==> src/rtl/pio_pkg.sv <==
// Shared definitions for the pulse-capable PIO: register map, status bit
// positions, timer state encoding and the pulse-length clamp.
`timescale 1ns/1ps
package pio_pkg;

    localparam logic [2:0] ADDR_DATA      = 3'd0;
    localparam logic [2:0] ADDR_SET       = 3'd1;
    localparam logic [2:0] ADDR_CLR       = 3'd2;
    localparam logic [2:0] ADDR_PULSE     = 3'd3;
    localparam logic [2:0] ADDR_PULSE_LEN = 3'd4;
    localparam logic [2:0] ADDR_STATUS    = 3'd5;
    localparam logic [2:0] ADDR_IRQ_EN    = 3'd6;

    localparam int STATUS_BUSY_BIT = 0;
    localparam int STATUS_DONE_BIT = 1;

    typedef enum logic {
        TIMER_IDLE,
        TIMER_RUN
    } timer_state_e;

    // A programmed length of zero still produces a one-cycle pulse.
    function automatic logic [31:0] clamp_pulse_len(input logic [31:0] len);
        return (len == 32'd0) ? 32'd1 : len;
    endfunction

endpackage

==> src/rtl/pio_pulse_timer.sv <==
// Down-counter that times one pulse window; a load while running restarts it
// and suppresses the expire strobe of that same cycle.
`timescale 1ns/1ps
module pio_pulse_timer
    import pio_pkg::*;
#(
    parameter int CNT_W = 16
) (
    input  logic             clk,
    input  logic             reset_n,
    input  logic             load,
    input  logic [CNT_W-1:0] len,
    output logic             busy,
    output logic             expire
);

    timer_state_e     state_q, state_d;
    logic [CNT_W-1:0] count_q, count_d;
    logic             last_cycle;

    assign last_cycle = (count_q == CNT_W'(1));

    always_ff @(posedge clk or negedge reset_n) begin
        if (!reset_n) begin
            state_q <= TIMER_IDLE;
            count_q <= '0;
        end else begin
            state_q <= state_d;
            count_q <= count_d;
        end
    end

    always_comb begin
        state_d = state_q;
        count_d = count_q;
        if (load) begin
            state_d = TIMER_RUN;
            count_d = len;
        end else if (state_q == TIMER_RUN) begin
            if (last_cycle) begin
                state_d = TIMER_IDLE;
                count_d = '0;
            end else begin
                count_d = count_q - CNT_W'(1);
            end
        end
    end

    always_comb begin
        busy   = (state_q == TIMER_RUN);
        expire = (state_q == TIMER_RUN) && last_cycle && !load;
    end

endmodule

==> src/rtl/pio_pulse_out.sv <==
// Avalon-MM output port with atomic set/clear and hardware-timed pulses that
// raise selected lines for an exact number of clock cycles.
`timescale 1ns/1ps
module pio_pulse_out
    import pio_pkg::*;
#(
    parameter int               WIDTH         = 8,
    parameter int               CNT_W         = 16,
    parameter int               PULSE_DEFAULT = 500,
    parameter logic [WIDTH-1:0] RESET_VALUE   = '0
) (
    input  logic             clk,
    input  logic             reset_n,
    input  logic [2:0]       address,
    input  logic             chipselect,
    input  logic             write_n,
    input  logic [31:0]      writedata,
    output logic [31:0]      readdata,
    output logic [WIDTH-1:0] out_port,
    output logic             irq
);

    logic [WIDTH-1:0] data_q, data_d;
    logic [WIDTH-1:0] mask_q, mask_d;
    logic [CNT_W-1:0] pulse_len_q, pulse_len_d;
    logic             done_q, done_d;
    logic             irq_en_q, irq_en_d;

    logic             we;
    logic [WIDTH-1:0] wd;
    logic             pulse_load;
    logic [CNT_W-1:0] load_len;
    logic             busy;
    logic             expire;
    logic             unused_wdata;

    assign we           = chipselect && !write_n;
    assign wd           = writedata[WIDTH-1:0];
    assign pulse_load   = we && (address == ADDR_PULSE) && (|wd);
    assign load_len     = CNT_W'(clamp_pulse_len(32'(pulse_len_q)));
    assign unused_wdata = ^writedata;

    pio_pulse_timer #(
        .CNT_W (CNT_W)
    ) u_timer (
        .clk     (clk),
        .reset_n (reset_n),
        .load    (pulse_load),
        .len     (load_len),
        .busy    (busy),
        .expire  (expire)
    );

    always_ff @(posedge clk or negedge reset_n) begin
        if (!reset_n) begin
            data_q      <= RESET_VALUE;
            mask_q      <= '0;
            pulse_len_q <= CNT_W'(PULSE_DEFAULT);
            done_q      <= 1'b0;
            irq_en_q    <= 1'b0;
        end else begin
            data_q      <= data_d;
            mask_q      <= mask_d;
            pulse_len_q <= pulse_len_d;
            done_q      <= done_d;
            irq_en_q    <= irq_en_d;
        end
    end

    // Expiry is folded in before the CPU write so written bits take precedence.
    always_comb begin
        data_d      = data_q;
        mask_d      = mask_q;
        pulse_len_d = pulse_len_q;
        done_d      = done_q;
        irq_en_d    = irq_en_q;

        if (expire) begin
            data_d = data_d & ~mask_q;
            mask_d = '0;
        end

        if (we) begin
            case (address)
                ADDR_DATA:      data_d = wd;
                ADDR_SET:       data_d = data_d | wd;
                ADDR_CLR:       data_d = data_d & ~wd;
                ADDR_PULSE: begin
                    data_d = data_d | wd;
                    mask_d = mask_d | wd;
                end
                ADDR_PULSE_LEN: pulse_len_d = writedata[CNT_W-1:0];
                ADDR_STATUS: begin
                    if (writedata[STATUS_DONE_BIT]) begin
                        done_d = 1'b0;
                    end
                end
                ADDR_IRQ_EN:    irq_en_d = writedata[0];
                default: ;
            endcase
        end

        if (expire) begin
            done_d = 1'b1;
        end
    end

    always_comb begin
        readdata = 32'd0;
        case (address)
            ADDR_DATA:      readdata = 32'(data_q);
            ADDR_PULSE:     readdata = 32'(mask_q);
            ADDR_PULSE_LEN: readdata = 32'(pulse_len_q);
            ADDR_STATUS: begin
                readdata[STATUS_BUSY_BIT] = busy;
                readdata[STATUS_DONE_BIT] = done_q;
            end
            ADDR_IRQ_EN:    readdata = {31'd0, irq_en_q};
            default:        readdata = 32'd0;
        endcase
    end

    assign out_port = data_q;
    assign irq      = done_q && irq_en_q;

endmodule

==> config.mk <==
export PLATFORM = sky130hd
export DESIGN_NAME = pio_pulse_out
export DESIGN_NICKNAME = d
export VERILOG_FILES = /design/src/rtl/pio_pkg.sv /design/src/rtl/pio_pulse_timer.sv /design/src/rtl/pio_pulse_out.sv
export SDC_FILE = /design/constraint.sdc
export NUM_CORES = 1
export LEC_CHECK = 0
export CAP_MARGIN = 15
export CORE_AREA = 4 4 144 77
export CTS_CLUSTER_DIAMETER = 200
export CTS_CLUSTER_SIZE = 8
export DETAILED_ROUTE_END_ITERATION = 12
export DIE_AREA = 0 0 148 81
export GPL_TIMING_DRIVEN = 0
export PLACE_DENSITY = 0.52
export SLEW_MARGIN = 5
export SYNTH_ARGS = -nofsm -noshare
export SYNTH_HDL_FRONTEND = slang
export SYNTH_SLANG_ARGS = --single-unit
==> constraint.sdc <==
create_clock -name clk -period 3.1 [get_ports clk]
set_clock_uncertainty 0.2 [all_clocks]
set_input_delay 0.62 -clock clk [delete_from_list [all_inputs] [get_ports clk]]
set_output_delay 0.62 -clock clk [all_outputs]
set_load 0.01 [all_outputs]
### Word-level counts from Yosys, hierarchy flattened

Index checks and enable logic that the tools add are counted.

* add/sub/neg operators: 1
* $mul: 0
* divide/modulo/power cells: 0
* order comparisons: 0
* equality and inequality tests: 7
* shifts and indexed selects: 0
* muxes and demuxes: 19
* bitwise logic cells: 6
* reductions and logical operators: 19

Operators with widths (count)
* 16-bit 2-to-1 mux: 4
* 14-bit one-hot mux with 3 select lines: 1
* 8-bit 2-to-1 mux: 5
* 8-bit one-hot mux with 3 select lines: 1
* 8-bit bitwise AND: 2
* 16-bit by 1-bit == test with 1-bit output, second input constant: 1
* 16-bit zero test: 1
* 8-bit inverter: 2
* 8-bit bitwise OR: 2
* 16-bit by 1-bit subtractor with 16-bit output, second input constant: 1
* 2-bit one-hot mux with 5 select lines: 1
* 3-bit == test, second input constant: 3
* 2-bit nonzero test: 4
* 8-bit OR reduction: 1
* 1-bit 2-to-1 mux: 7
* 3-bit by 2-bit == test with 1-bit output, second input constant: 2
* 1-bit logical AND: 6
* 2-bit AND reduction: 2
* 3-bit by 1-bit == test with 1-bit output, second input constant: 1
* 3-bit zero test: 1
* 3-bit AND reduction: 1
* 1-bit zero test: 2
* 2-bit OR reduction: 1

* flip-flop bits (word level): 51
* latch bits: 0
* bits in writable memories: 0
* memory bits (read-only): 0
* input port bits: 39
* output and inout bits: 41
* word-level logic and storage cells: 59
* memories: 0

### Logic depth before layout (Yosys ltp)

Gate-level depths: netlist of run 1.

* depth in word-level cells: 10
* depth in mapped cells: 8
* gate-level depth less buffers: 7

### Hierarchy

From an unflattened synthesis of run 1, not the netlist that was laid out.

* cell total of the unflattened synthesis: 331
* area total of the unflattened synthesis: 3194.3 um2

By module, submodules not included
* pio_pulse_out: times used 1, cells an instance 197, area an instance 2064.5 um2, seq. area each 858.3 um2
* pio_pulse_timer: times used 1, cells an instance 134, area an instance 1129.8 um2, seq. area each 425.4 um2

### Least setup slack after synthesis of run 1

OpenSTA, ideal clock, no wires.

* path kind: input to output
* from: input port address[0]
* to: output port readdata[2]
* data arrival time: 1649 ps
* data required time: 2280 ps
* path slack: 631 ps
* stages on the path: 5
* path buffers: 2
* cell sequence: clkbuf_1 > and2_1 > clkbuf_1 > a22oi_1 > o21ai_0

* cells in the longest elaborated chain, start to end: 2
* elaborated cells between the ends (all ways): 4
* classes of those cells: eq/ne: 2; mux: 1; reduce/logical: 1

RTL lines
* start, declared: RTL line pio_pulse_out.sv:14 `input logic [2:0] address,`
* 3-bit == test (tied with other cells): RTL line pio_pulse_out.sv:110 `case (address)`
* 14-bit one-hot mux with 3 select lines (*): RTL line pio_pulse_out.sv:110
* end, declared: RTL line pio_pulse_out.sv:18 `output logic [31:0] readdata,`

Mark *: on every way between the ends. The rest lies on a longest branch, timed or not.

### Worst setup path in the final report of run 1

* from: input port address[0]
* to: output port readdata[6]

The elaborated chain is that of the path after synthesis.

==> results of run 1 <==
Yosys cell counts (7+ instances only):
cell type | n | area [µm²]
dfrtp_1 | 45 | 1130
o21ai_0 | 30 | 150
nand2_1 | 24 | 90.1
nor2_1 | 23 | 86.3
a21oi_1 | 19 | 95.1
mux2_2 | 18 | 203
buf_4 | 16 | 120
and2_1 | 12 | 75.1
nor3_1 | 11 | 55.1
clkbuf_1 | 10 | 37.5
a22o_1 | 8 | 70.1
inv_1 | 7 | 26.3
nor4_1 | 7 | 43.8
flip-flops by register name (all words and copies together) (netlist names):
register / cells
mask_q: 8
u_timer.count_q: 16
done_q: 1
pulse_len_q: 16
u_timer.busy: 1
irq_en_q: 1
out_port: 8
metrics by stage:
| step | hold slack (ps) | instance area, µm² | TNS [ps] |
|---|---|---|---|
| floorplan | 124 | 2930 | 0 |
| global placement | 308 | 3570 | -36550 |
| detailed placement | 309 | 3590 | -12500 |
| finish | 174 | 3830 | 0 |
| CTS | 192 | 3810 | 0 |
| global route | 245 | 3830 | -13.1 |
where the power goes:
part	switching [mW]	internal, mW	leakage, nW
Clock	0.267	0.464	0.0911
Combinational	0.313	0.343	0.998
Sequential	0.249	0.877	0.602
layout make-up:
class | count | area, µm² | area share, %
clock inverters | 2 | 60.1 | 1.57
multi-input cells | 231 | 1480 | 38.6
clock buffers | 6 | 129 | 3.36
inverters | 7 | 26.3 | 0.686
well taps | 140 | 175 | 4.57
repair buffers | 51 | 484 | 12.6
plain buffers | 28 | 195 | 5.09
flip-flops and latches | 51 | 1280 | 33.5
per-layer routing:
metal	global-route usage, %	part of all wire, %	wire length [µm]
met1	28.0	56	5360
met2	19.9	34	3260
met3	4.74	8.6	816
met4	3.69	1.0	95
met5	0	0	0
kinds of logic (layout without fill, tap and decap cells):
kind of cell               after synthesis  in the layout
xor gates and xnor gates                 2              2
adders and majority gates                2              2
muxes                                   23             23
and+or+nand+nor                        102            102
other                                    1             16
DFF                                     51             51
AOI/OAI and AO/OA                       86             86
buffers and inverters                   36             94
critical path: cells and delay by family:
family	cells	cell delay, ps
AND/OR/NAND/NOR	1	200
buffers and inverters	3	980
AO/OA/AOI/OAI	2	370
how the worst min path moves through the flow:
| stage | from | to | slack, ps |
|---|---|---|---|
| 6_report | reset_n | u_timer.count_q[3] | 170 |
| 3_3_place_gp | mask_q[6] | mask_q[6] | 310 |
| 5_1_grt | reset_n | u_timer.count_q[1] | 250 |
| 2_1_floorplan | reset_n | done_q | 120 |
| 3_5_place_dp | mask_q[7] | mask_q[7] | 310 |
| 4_1_cts | reset_n | u_timer.count_q[3] | 190 |
what timing repair did:
action                                  CTS  global route
resized for setup                        29            11
buffers inserted                          3             0
endpoints found under the setup margin   16            14
placed cells by master, fill, tap and decap left out, types with 2 or more instances in the layout:
| cell type | count |
|---|---|
| clkbuf_1 | 7 |
| nand3_1 | 3 |
| nor2_4 | 2 |
| a221oi_1 | 2 |
| dlygate4sd2_1 | 13 |
| a32o_1 | 2 |
| o21ai_1 | 2 |
| nor2_1 | 21 |
| clkbuf_16 | 5 |
| conb_1 | 16 |
| o21ai_0 | 28 |
| clkdlybuf4s15_1 | 2 |
| nor3_1 | 11 |
| a21oi_1 | 18 |
| buf_4 | 19 |
| nor2b_1 | 2 |
| ha_1 | 2 |
| clkbuf_8 | 2 |
| nor4_1 | 7 |
| a32oi_1 | 2 |
| clkbuf_2 | 2 |
| a21o_1 | 6 |
| dfrtp_1 | 45 |
| buf_2 | 3 |
| clkdlybuf4s50_1 | 28 |
| and2_1 | 11 |
| a31oi_1 | 3 |
| mux2_2 | 18 |
| nand4_1 | 4 |
| mux2i_1 | 5 |
| inv_1 | 7 |
| a22o_1 | 8 |
| dfstp_2 | 6 |
| a22oi_1 | 6 |
| nand2b_1 | 2 |
| nand2_1 | 24 |
| or4_1 | 3 |
| xnor2_1 | 2 |
| and4_1 | 2 |
| bufinv_16 | 2 |
==> impl_metrics.ini, run 1 <==
[routing]
avgRoutedWirePerCell_um = 18.5
postRouteWirelength_mm = 9.53
via_count = 2615
first_iter_violations = 224
drc_errors = 0
vias_per_cell = 5.07
drtPass1Iterations = 5
antenna_left = 0

[setup_path]
crit_slowest_cell = clkdlybuf4s50_1
start_kind = input pin
critPathCapture = readdata[6]
r2r_setup_slack_ps = 430
rr_endpoint = out_port[6]
r2r_start = u_timer.count_q[1]
startpoint = address[0]
critPathMaxFanout = 10
crit_chain = clkdlybuf4s50_1, clkbuf_8, and2_4, a221oi_2, a21oi_1, dlygate4sd2_1
worstPathRequired_ps = 2280
crit_type = input pin to output port
r2r_cells = 7
crit_arrival_ps = 2180
cpPeakStageDelay_ps = 470
crit_path_end_kind = output port

[placement]
dp_hpwl_mm = 7.05
gp_congestion = 0.834
preCtsSetupSlack_ps = -691
place_inst = 506
io_buffers = 46

[clock_network]
htreeDepth = 2
ctsLongestPathBuffers = 2
numCtsBuffers = 5
cts_root_buffer = clkbuf_16
clock_sinks = 51
clkLatencyLatePin_ps = 300
cts_tree = built
clk_pin_slew_ps = 70
cts_hold_buf = 0

[synth]
synth_edf_count = 0
synth_compound_area_share_pct = 19.1
synth_top_family_by_area = compound AO/OA/AOI/OAI gates
ys_async_sr_fraction_pct = 100
postSynthCellCount = 303
synthXorXnorAreaFrac_pct = 0.609
synth_mux_area_share_pct = 8.79
yosysUniqueCellTypes = 49
syn_area_um2 = 2880
seq_area_frac_synth_pct = 44.6
synthAdderAreaFrac_pct = 0.870
syn_area_per_cell_um2 = 9.49
synth-seq-cells = 51
yosys_most_used_dff = dfrtp_1
synthSimpleGateAreaFrac_pct = 18.8
synth_warnings = 0

[timing]
period_needed_ps = 3000
timing.final.crit_share_pct = 96.8
worstMarginPinSlew_ps = 818
fin_ws_ps = 99.6
finalMaxSlewViolations = 0
fmax_mhz = 333
setup_violations = 0
finalHoldViolCount = 0
slew_headroom_pct = 45.0
rsz0062_at_grt = true

[final_layout]
syn_to_final_growth_pct = 33.2
drive_gt1_share_pct = 18.4
antennaDiodeCount = 0
final_util_pct = 38.7
nFillCells = 998
final_cell_count_no_fill = 516
fin_nets = 416

[power]
power_density_nw_per_um2 = 656
p_leak_nw = 1.69
vdd_ir_drop_max_v = 0.000246
p_total_mw = 2.51

[run]
drv_cap = 0

[floorplan]
rows = 26
die_y_um = 81
dieWidth_um = 148
start_util_pct = 29.1
ios = 80
coreArea_um2 = 9890
die-area_um2 = 12000

[status]
status = finished, final reports clean

[worst_hold_path]
hp-class = input pin to asynchronous set/reset pin

[global_routing]
grt_use_total_pct = 16.7
grt_max_degree = 30
antenna_found_initial = 0
overflow = 0
grt_pass1_vias = 2608
grt_pass1_wl_mm = 15.3
Power figures use the tool's default switching activity.
==> run 2, diff against run 1 <==
CELL_PAD_IN_SITES_DETAIL_PLACEMENT = 1   (was unset)
CELL_PAD_IN_SITES_GLOBAL_PLACEMENT = 1   (was unset)
CTS_CLUSTER_SIZE = unset   (was 8)
PLACE_DENSITY = 0.66   (was 0.52)
TNS_END_PERCENT = 30   (was unset)
==> run 2 against run 1 <==
Compared with the run above:
- clock power down 19%
- sequential share of layout area up 0.34 points
- utilization shrank 0.39 points
- sequential power about the same
- largest power group unchanged
- register-to-register slack lost 70 ps
- power decreased by 5.2%
- flip-flop and latch count is the same
- cell count shrank 0.39%
==> impl_metrics.ini, run 2 (same netlist as run 1, synthesis figures left out) <==
[status]
status = finished, final reports clean

[floorplan]
start_util_pct = 29.1
ios = 80
dieWidth_um = 148
die_y_um = 81
rows = 26
coreArea_um2 = 9890
die-area_um2 = 12000

[global_routing]
grt_pass1_vias = 2652
antenna_found_initial = 0
overflow = 0
grt_pass1_wl_mm = 15.3
grt_use_total_pct = 16.7
grt_max_degree = 37

[setup_path]
r2r_cells = 5
critPathCapture = readdata[13]
worstPathRequired_ps = 2280
cpLargestDelayFamily = buffers and inverters
start_kind = input pin
crit_path_end_kind = output port
crit_cells = 6
cpPeakStageDelay_ps = 540
crit_top_cell = clkdlybuf4s50_1
critPathMaxFanout = 10
crit_type = input pin to output port
r2r_start = u_timer.count_q[13]
critPathBufInv = 4
crit_slowest_cell = clkdlybuf4s50_1
crit_arrival_ps = 2250
r2r_setup_slack_ps = 360
rr_endpoint = out_port[6]
crit_chain = clkdlybuf4s50_1, clkbuf_8, nor2_4, buf_4, and2_1, clkdlybuf4s50_1
startpoint = address[0]

[clock_network]
cts_hold_buf = 0
ctsLongestPathBuffers = 2
cts_root_buffer = clkbuf_16
clk_pin_slew_ps = 70
numCtsBuffers = 5
clock_sinks = 51
clkLatencyLatePin_ps = 300
htreeDepth = 2
cts_tree = built

[final_layout]
drive_gt1_share_pct = 17.9
nFillCells = 1153
fin_area_um2 = 3790
syn_to_final_growth_pct = 31.9
final_util_pct = 38.3
final_cell_count_no_fill = 514
antennaDiodeCount = 0
fin_nets = 414
top_regs = pulse_len_q (16), u_timer.count_q (16)
mostFrequentLayoutCell = dfrtp_1
final_cell_mix = dfrtp_1, clkdlybuf4s50_1, o21ai_0

[timing]
fmax_mhz = 325
slew_headroom_pct = 48.1
period_needed_ps = 3070
finalHoldViolCount = 0
finalMaxSlewViolations = 0
rsz0062_at_grt = true
timing.final.crit_share_pct = 99.1
fin_ws_ps = 27.7
setup_violations = 0
setup_tns_ps = 0
worstMarginPinSlew_ps = 769
whs_ps = 59.5

[worst_hold_path]
hp-class = input pin to asynchronous set/reset pin

[routing]
vias_per_cell = 5.11
avgRoutedWirePerCell_um = 19.4
drtPass1Iterations = 4
postRouteWirelength_mm = 9.96
via_count = 2625
antenna_left = 0
drc_errors = 0
first_iter_violations = 177

[placement]
preCtsSetupSlack_ps = -734
dp_hpwl_mm = 7.62
place_area_um2 = 3580
io_buffers = 46
place_inst = 505
gp_congestion = 0.835

[power]
power_density_nw_per_um2 = 628
p_leak_nw = 1.68
p_total_mw = 2.38
vdd_ir_drop_max_v = 0.000222

[run]
drv_cap = 0
-- run 2: changes by cell type in the layout (fill, tap and decap cells not counted), sizes merged --
cell           delta
clkinvlp          +1
bufinv            -2
clkbuf            -1
clkinv            +1
clkdlybuf4s50     +2
buf               -2
clkdlybuf4s15     -2
dlymetal6s2s      +1
-- run 2: final cells by class --
type / instances / area (µm²) / area share (%)
multi-input cells: 231 / 1480 / 39.0
flip-flops and latches: 51 / 1280 / 33.9
repair buffers: 49 / 477 / 12.6
plain buffers: 28 / 195 / 5.15
well taps: 140 / 175 / 4.62
clock buffers: 6 / 139 / 3.66
inverters: 7 / 26.3 / 0.693
clock inverters: 2 / 16.3 / 0.429
-- run 2: repair_timing --
item / 4_1_cts / 5_1_grt
setup endpoints to repair: 16 / 22
pin swaps: 1 / 0
gates resized for setup: 26 / 8
setup buffers: 1 / 0
-- run 2: power breakdown --
part | internal [mW] | switching (mW) | total [mW]
Combinational | 0.343 | 0.320 | 0.663
Sequential | 0.877 | 0.248 | 1.13
Clock | 0.324 | 0.270 | 0.594
-- run 2: worst min path at each step --
stage,slack [ps],to,from,depth (start not counted)
floorplan,120,done_q,reset_n,0
global placement,310,mask_q[3],mask_q[3],1
detailed placement,320,mask_q[4],mask_q[4],1
CTS,70,out_port[1],reset_n,1
global route,100,out_port[1],reset_n,1
finish,60,out_port[1],reset_n,1
-- run 2: routing by layer --
| layer | vias to the layer above | global-route usage (%) | share of wire (%) |
|---|---|---|---|
| met2 | 80 | 21.6 | 38 |
| met5 | - | 0 | 0 |
| met4 | 0 | 1.84 | 0.22 |
| met3 | 2 | 3.96 | 6.6 |
| li1 | 1221 | - | - |
| met1 | 1322 | 27.7 | 55 |
==> run 3, diff against run 2 <==
ABC_CLOCK_PERIOD_IN_PS = 3100   (was unset)
DONT_BUFFER_PORTS = 1   (was unset)
PLACE_DENSITY = 0.52   (was 0.66)
==> run 3 against run 2 <==
Compared with the run above:
- non-clock buffer count down 46
- power down 5.6%
- combinational power decreased by 18%
- clock-buffer cell count did not move
- cell count shrank 8.9%
- flip-flop and latch count is the same
- clock power fell by 4.9%
- critical path type unchanged
==> impl_metrics.ini, run 3 (same netlist as run 1, synthesis figures left out) <==
[status]
status = finished, final reports clean

[setup_path]
crit_arrival_ps = 2090
crit_type = input pin to output port
cpPeakStageDelay_ps = 400
worstPathRequired_ps = 2280
cpLargestDelayFamily = buffers and inverters
start_kind = input pin
crit_path_end_kind = output port
critPathBufInv = 2
r2r_setup_slack_ps = 430
crit_chain = clkbuf_1, nand2b_1, nor2_1, clkbuf_2, nand2_1, o21ai_0
crit_slowest_cell = nor2_1
critPathMaxFanout = 10

[clock_network]
clk_pin_slew_ps = 70
cts_tree = built
clock_sinks = 51
clkLatencyLatePin_ps = 290
htreeDepth = 2
cts_root_buffer = clkbuf_16
post_cts_buffers = 0
numCtsBuffers = 5
ctsLongestPathBuffers = 2

[power]
p_leak_nw = 1.40
vdd_ir_drop_max_v = 0.000256
p_total_mw = 2.25
power_density_nw_per_um2 = 681

[floorplan]
coreArea_um2 = 9890
dieWidth_um = 148
start_util_pct = 29.1
die_y_um = 81
die-area_um2 = 12000
ios = 80
rows = 26

[final_layout]
fin_nets = 368
drive_gt1_share_pct = 17.4
nFillCells = 1161
mostFrequentLayoutCell = dfrtp_1
regArea_um2 = 1280
top_regs = pulse_len_q (16), u_timer.count_q (16)
antennaDiodeCount = 0
final_cell_mix = dfrtp_1, o21ai_0, nand2_1
multiInputGateArea_um2 = 1460
syn_to_final_growth_pct = 14.8

[worst_hold_path]
hp-class = input pin to flip-flop

[routing]
postRouteWirelength_mm = 9.68
drc_errors = 0
via_count = 2435
avgRoutedWirePerCell_um = 20.7
antenna_left = 0
vias_per_cell = 5.20
drtPass1Iterations = 4
first_iter_violations = 189

[timing]
slew_headroom_pct = 42.8
period_needed_ps = 2910
worstMarginPinSlew_ps = 847
fmax_mhz = 343
setup_tns_ps = 0
finalMaxSlewViolations = 0
timing.final.crit_share_pct = 93.9
finalHoldViolCount = 0
setup_violations = 0
rsz0062_at_grt = false

[placement]
gp_congestion = 0.812
io_buffers = 0
dp_hpwl_mm = 7.39

[global_routing]
overflow = 0
grt_max_degree = 52
grt_pass1_wl_mm = 15.1
grt_pass1_vias = 2419
antenna_found_initial = 0
grt_use_total_pct = 16.5

[run]
drv_cap = 0
[run 3: layout make-up]
type	count	area share, %
multi-input combinational	231	44.1
tap	140	5.31
sequential	51	38.9
buffer	29	5.42
clock inverter	2	0.493
clock buffer	6	3.90
timing repair buffer	2	1.14
inverter	7	0.796
[run 3: worst paths after layout]
kind,startpoint,end,cells after the start
setup / recovery,address[2],readdata[7],6
hold / removal,writedata[5],out_port[5],1
setup reg to reg,u_timer.count_q[1],out_port[6],7
hold reg to reg,mask_q[4],mask_q[4],1
max in group asynchronous,reset_n,pulse_len_q[7],2
min in group asynchronous,reset_n,mask_q[0],2
[run 3: timing repair]
item | 4_1_cts | 5_1_grt
hold buffers | 2 | 0
endpoints found under the setup margin | 0 | 26
hold endpoints to repair | 51 | 0
resized for setup | 0 | 3
[run 3: metrics by stage]
step	hold slack (ps)	setup slack [ps]	cell area, µm²	utilization, %	cells
5_1_grt	228	18.2	3300	33.4	468
6_report	238	188	3300	33.4	468
3_3_place_gp	127	95.9	3110	31.4	458
2_1_floorplan	124	631	2930	-	318
4_1_cts	230	52.5	3290	33.3	468
3_5_place_dp	127	51.5	3110	31.4	458
[run 3: routing by layer]
metal	global-route usage (%)	share of wire [%]	vias to the layer above
li1	-	-	1124
met4	1.94	0.16	0
met2	19.3	35	76
met3	4.68	7.7	2
met5	0	0	-
met1	28.6	57	1233
[run 3: power breakdown]
group / leakage, nW / switching (mW) / total (mW) / internal, mW
Combinational: 0.727 / 0.274 / 0.541 / 0.267
Clock: 0.0675 / 0.261 / 0.565 / 0.303
Sequential: 0.602 / 0.267 / 1.14 / 0.877
